File: src/rtl/flexbex_irq_source_arbiter.sv
// flexbex_irq_source_arbiter
//   Platform-side interrupt source for the flexbex core. It collects NUM_SRC
//   interrupt lines, each either rising-edge latched or level. It masks them
//   with a per-source enable and picks one by fixed priority, where the lowest
//   index wins. It presents that one as irq_o/irq_id_o and holds it stable
//   until the core acknowledges it or the request is withdrawn.
//
// Ports
//   clk, rst       clock (rising edge), asynchronous active-high reset
//   src_i          raw interrupt lines, synchronous to clk
//   src_en_i       per-source enable, 0 masks the source
//   irq_o          interrupt request to the core
//   irq_id_o       id of the presented source (holds its last value when idle)
//   irq_ack_i      single-cycle acknowledge from the core
//   irq_ack_id_i   id being acknowledged
//   pending_o      pending vector before masking
//   ack_err_o      one-cycle pulse, registered, flagging an illegal acknowledge
module flexbex_irq_source_arbiter #(
  parameter int unsigned NUM_SRC   = 32,
  parameter logic [31:0] EDGE_MASK = 32'hFFFF_FFFF
) (
  input  logic               clk,
  input  logic               rst,
  input  logic [NUM_SRC-1:0] src_i,
  input  logic [NUM_SRC-1:0] src_en_i,
  output logic               irq_o,
  output logic [4:0]         irq_id_o,
  input  logic               irq_ack_i,
  input  logic [4:0]         irq_ack_id_i,
  output logic [NUM_SRC-1:0] pending_o,
  output logic               ack_err_o
);

  localparam logic [NUM_SRC-1:0] EdgeSrc = EDGE_MASK[NUM_SRC-1:0];

  typedef enum logic [1:0] {IDLE, PRESENT, GAP} state_e;

  state_e             state_q, state_d;
  logic [NUM_SRC-1:0] src_q;
  logic [NUM_SRC-1:0] epend_q, epend_d;
  logic [4:0]         id_q, id_d;
  logic               ack_err_q, ack_err_d;

  logic [NUM_SRC-1:0] pending, eligible, id_sel;
  logic [4:0]         win_id;
  logic               win_vld, elig_cur, ack_hit;

  // Edge sources keep their own sticky bit; level sources are simply the
  // registered line, so an acknowledge cannot clear them.
  assign pending  = (epend_q & EdgeSrc) | (src_q & ~EdgeSrc);
  assign eligible = pending & src_en_i;

  // Lowest index wins: scan downwards so the last hit is the smallest index.
  always_comb begin
    win_id  = '0;
    win_vld = 1'b0;
    for (int i = NUM_SRC - 1; i >= 0; i--) begin
      if (eligible[i]) begin
        win_vld = 1'b1;
        win_id  = 5'(i);
      end
    end
  end

  // One-hot of the presented id. Decoding through a compare keeps the
  // 5-bit id safe to use when NUM_SRC < 32.
  always_comb begin
    id_sel = '0;
    for (int i = 0; i < NUM_SRC; i++) id_sel[i] = (id_q == 5'(i));
  end

  assign elig_cur = |(eligible & id_sel);
  assign ack_hit  = (state_q == PRESENT) && irq_ack_i && (irq_ack_id_i == id_q);

  // Clear first, then OR in new edges, so a same-cycle edge wins the collision.
  assign epend_d = ((epend_q & ~(ack_hit ? id_sel : '0)) | (src_i & ~src_q)) & EdgeSrc;

  // Any acknowledge that is not a hit is illegal and has no other effect.
  assign ack_err_d = irq_ack_i & ~ack_hit;

  always_comb begin
    state_d = state_q;
    id_d    = id_q;
    unique case (state_q)
      IDLE: begin
        if (win_vld) begin
          state_d = PRESENT;
          id_d    = win_id;
        end
      end
      PRESENT: begin
        // The acknowledge takes precedence over a same-cycle withdrawal.
        if (ack_hit)        state_d = GAP;
        else if (!elig_cur) state_d = IDLE;
      end
      GAP:     state_d = IDLE;
      default: state_d = IDLE;
    endcase
  end

  always_ff @(posedge clk or posedge rst) begin
    if (rst) begin
      state_q   <= IDLE;
      src_q     <= '0;
      epend_q   <= '0;
      id_q      <= '0;
      ack_err_q <= 1'b0;
    end else begin
      state_q   <= state_d;
      src_q     <= src_i;
      epend_q   <= epend_d;
      id_q      <= id_d;
      ack_err_q <= ack_err_d;
    end
  end

  assign irq_o     = (state_q == PRESENT);
  assign irq_id_o  = id_q;
  assign pending_o = pending;
  assign ack_err_o = ack_err_q;

endmodule

File: config.mk
export PLATFORM = sky130hd
export DESIGN_NAME = flexbex_irq_source_arbiter
export DESIGN_NICKNAME = d
export VERILOG_FILES = /design/src/rtl/flexbex_irq_source_arbiter.sv
export SDC_FILE = /design/constraint.sdc
export NUM_CORES = 1
export LEC_CHECK = 0
export CORE_ASPECT_RATIO = 1.2
export CORE_MARGIN = 3
export CORE_UTILIZATION = 29
export CTS_CLUSTER_SIZE = 25
export DETAILED_ROUTE_END_ITERATION = 12
export GPL_ROUTABILITY_DRIVEN = 0
export GPL_TIMING_DRIVEN = 0
export HOLD_SLACK_MARGIN = 0.02
export PLACE_DENSITY = 0.63
export SYNTH_ARGS = -nofsm -noshare
export SYNTH_HDL_FRONTEND = slang
export SYNTH_SLANG_ARGS = --single-unit
File: constraint.sdc
create_clock -name clk -period 6.3 [get_ports clk]
set_clock_uncertainty 0.1 [all_clocks]
set_input_delay 1.26 -clock clk [delete_from_list [all_inputs] [get_ports clk]]
set_output_delay 1.26 -clock clk [all_outputs]
set_load 0.005 [all_outputs]
==> impl_metrics.csv <==
group,metric,value,unit
synth,async_flop_share,1.00,
clocking,htreeDepth,3,
synth,synth_cell_types,50,
layout,nets,547,
clocking,numCtsBuffers,9,
timing,tightest_slew,0.900,ns
global_routing,grt_max_degree,73,
synth,synth_flop_cell,"dfrtp_1",
timing,fmax,295,MHz
die,die_h,125,µm
clocking,cts_sinks,72,
pwr,comb_power_share,0.293,
global_routing,grt_pass1_wl,18200,µm
die,rows,42,
synth,syn-cell-area,0.00343,mm²
critical_path,cp-start-kind,"primary input",
clocking,clockRootBuffer,"clkbuf_16",
synth,synthCells,354,
placed_design,place_hpwl,8970,µm
timing,fin_crit_sh,0.539,
global_routing,grt_pass1_vias,3422,
pwr,powerDensity,282,mW/mm²
drt,dr.first_iter.drc_count,241,
clocking,postCtsHoldBufs,0,
pwr,ir_worst_vdd,134,µV
layout,final_common_cell,"clkdlybuf4s50_1",
drt,vias,3339,
layout,mostFrequentLayoutCells,"clkdlybuf4s50_1, dfrtp_1, nand2_1, inv_1, o21ai_0",
critical_path,crit_top_cell,"a22o_1",
drt,dr_wl_met2,5510,µm
critical_path,cp-end-kind,"flop",
drt,ant_nets,0,
placed_design,place_area,0.00472,mm²
clocking,cts_tree,"yes",
clocking,clock_latency,0.33,ns
timing,final_hold_viol_count,0,
run_status,status,"completed",
hold_path,hold_path.class,"reg -> reg",
synth,seq_area_frac_synth,0.526,
clocking,cts_setup_buffers,0,
timing,setup_viol,0,
placed_design,place_ws,2.67,ns
pwr,power_leakage,2.09,nW
drt,routed_wl,11500,µm
synth,synth_warnings,0,
critical_path,crit_buf_inv,2,
critical_path,cp.required,6.42,ns
critical_path,max_stage_delay,0.53,ns
die,die_x,105,µm
synth,synthesis.nets,426,
layout,stdcell_area,0.00500,mm²
critical_path,cp_max_fo,7,
critical_path,cp.arrival,3.52,ns
pwr,swShare,0.319,
timing,min_period,3.39,ns
global_routing,track_usage,0.176,
timing,relSlewSlack,0.400,
critical_path,crit_family,"compound AO/OA/AOI/OAI gates",
drt,firstDrtPassIters,5,
drt,vias_per_cell,5.27,
drt,drt-met1-wl,4610,µm
clocking,cts_resized,0,
drt,drc,0,
layout,diodes,0,
pwr,seqPwrFrac,0.378,
critical_path,path_cells,"clkdlybuf4s50_1 > a22o_1 > nor4_1 > inv_1 > o41ai_4 > a31oi_1 > a22o_1",
timing,finalWorstSetupSlack,2.91,ns
timing,drv_slew,0,
pwr,p_int,0.000959,W
placed_design,numPortBuffers,110,
synth,syn_avg_cell_area,9.68,µm²
layout,fillers,1122,
synth,synth_seq_cells,72,
clocking,clkSlewWorstSetupHoldPaths,0.05,ns
flow_run,maxCapViolCount,0,
global_routing,antenna_found_initial,0,
critical_path,crit_type,"in -> reg",
die,io_pins,111,
layout,syn_to_final_growth,45.8,%
timing,setup_tns,0,ns
layout,drive_gt1_frac,0.0585,
critical_path,cp_slowest_cell,"nor4_1",
drt,dr_wl_met3,1020,µm
global_routing,grt_overflow,0,
pwr,p_sw,0.000448,W
drt,maxUsedRoutingLayer,"met4",
die,die_area,0.0132,mm²
synth,synth_edf_count,0,
drt,post_drt_wl_per_cell,18.2,µm
timing,grt_setup_unrepaired,"no",
die,core_area,0.0113,mm²
pwr,pwr-share-clk,0.329,
die,start_util,0.303,
clocking,clk_path_buf_depth,2,
==> per-layer routing <==
metal / global-route usage / up-vias
met5: 0 / -
met4: 0.0919 / 0
met3: 0.0474 / 37
met2: 0.283 / 172
met1: 0.216 / 1600
li1: - / 1530
==> worst reg2reg max path: stages, from the launching register on <==
cell and delay, ns:
dfrtp_1 0.49, xor2_1 0.22, nor4_1 0.30, nand4_1 0.26, nand2b_1 0.36, clkbuf_1 0.28, o21ai_0 0.22, o21ai_0 0.11
==> layout make-up <==
type | instances | area (µm²) | area share
Buffer | 10 | 43.8 | 0.00876
Clock buffer | 12 | 256 | 0.0513
Clock inverter | 3 | 17.5 | 0.00351
Inverter | 37 | 141 | 0.0283
Multi-Input combinational cell | 235 | 1440 | 0.289
Sequential cell | 72 | 1800 | 0.361
Tap cell | 154 | 193 | 0.0386
Timing Repair Buffer | 110 | 1100 | 0.220
==> sequential cells by signal, indices dropped and copies added, names as in the netlist <==
signal	flops
pending_o	32
irq_id_o	5
src_q	32
state_q	2
ack_err_o	1
==> through the flow <==
step                      total power (W)  hold slack [ns]  instances   util
after floorplan                  0.000755            0.300        354      -
after global placement           0.000939            0.301        618  0.418
after detailed placement         0.000942            0.311        618  0.418
after CTS                         0.00141            0.319        633  0.442
after global routing              0.00148            0.324        633  0.442
final                             0.00141            0.313        633  0.442
==> synth_stat cells (6+ instances only) <==
cell | n | area share
nand2b_1 | 7 | 0.013
a31oi_1 | 6 | 0.011
a22oi_1 | 7 | 0.015
nand3_1 | 12 | 0.018
nor2_1 | 13 | 0.014
or3_1 | 9 | 0.016
o31ai_1 | 7 | 0.015
a22o_1 | 20 | 0.051
o22ai_1 | 6 | 0.011
o21ai_0 | 34 | 0.050
inv_1 | 37 | 0.041
a21oi_1 | 7 | 0.010
dfrtp_1 | 72 | 0.53
nand2_1 | 48 | 0.053
==> final timing paths <==
check,slack (ns),from,depth (start not counted),to
hold reg to reg,0.31,src_q[3],1,pending_o[3]
max in group asynchronous,4.13,rst,2,pending_o[22]
hold / removal,0.31,src_q[3],1,pending_o[3]
setup / recovery,2.91,src_en_i[11],7,irq_id_o[1]
min in group asynchronous,1.35,rst,2,pending_o[29]
setup reg to reg,3.83,irq_id_o[0],7,pending_o[10]
==> power groups by stage <==
stage	combinational [W]	sequential, W	clock, W
2_1_floorplan	0.000230	0.000525	0
3_3_place_gp	0.000402	0.000537	0
3_5_place_dp	0.000404	0.000538	0
4_1_cts	0.000406	0.000530	0.000476
5_1_grt	0.000448	0.000535	0.000496
6_report	0.000413	0.000531	0.000463
==> kinds of logic after synthesis <==
family / after synthesis / synth area share
compound gates: 109 / 0.225
xor+xnor: 5 / 0.0128
buf+inv: 47 / 0.0533
flops: 72 / 0.526
simple gates: 121 / 0.183
Note: power is estimated with default switching activity, not from simulation.
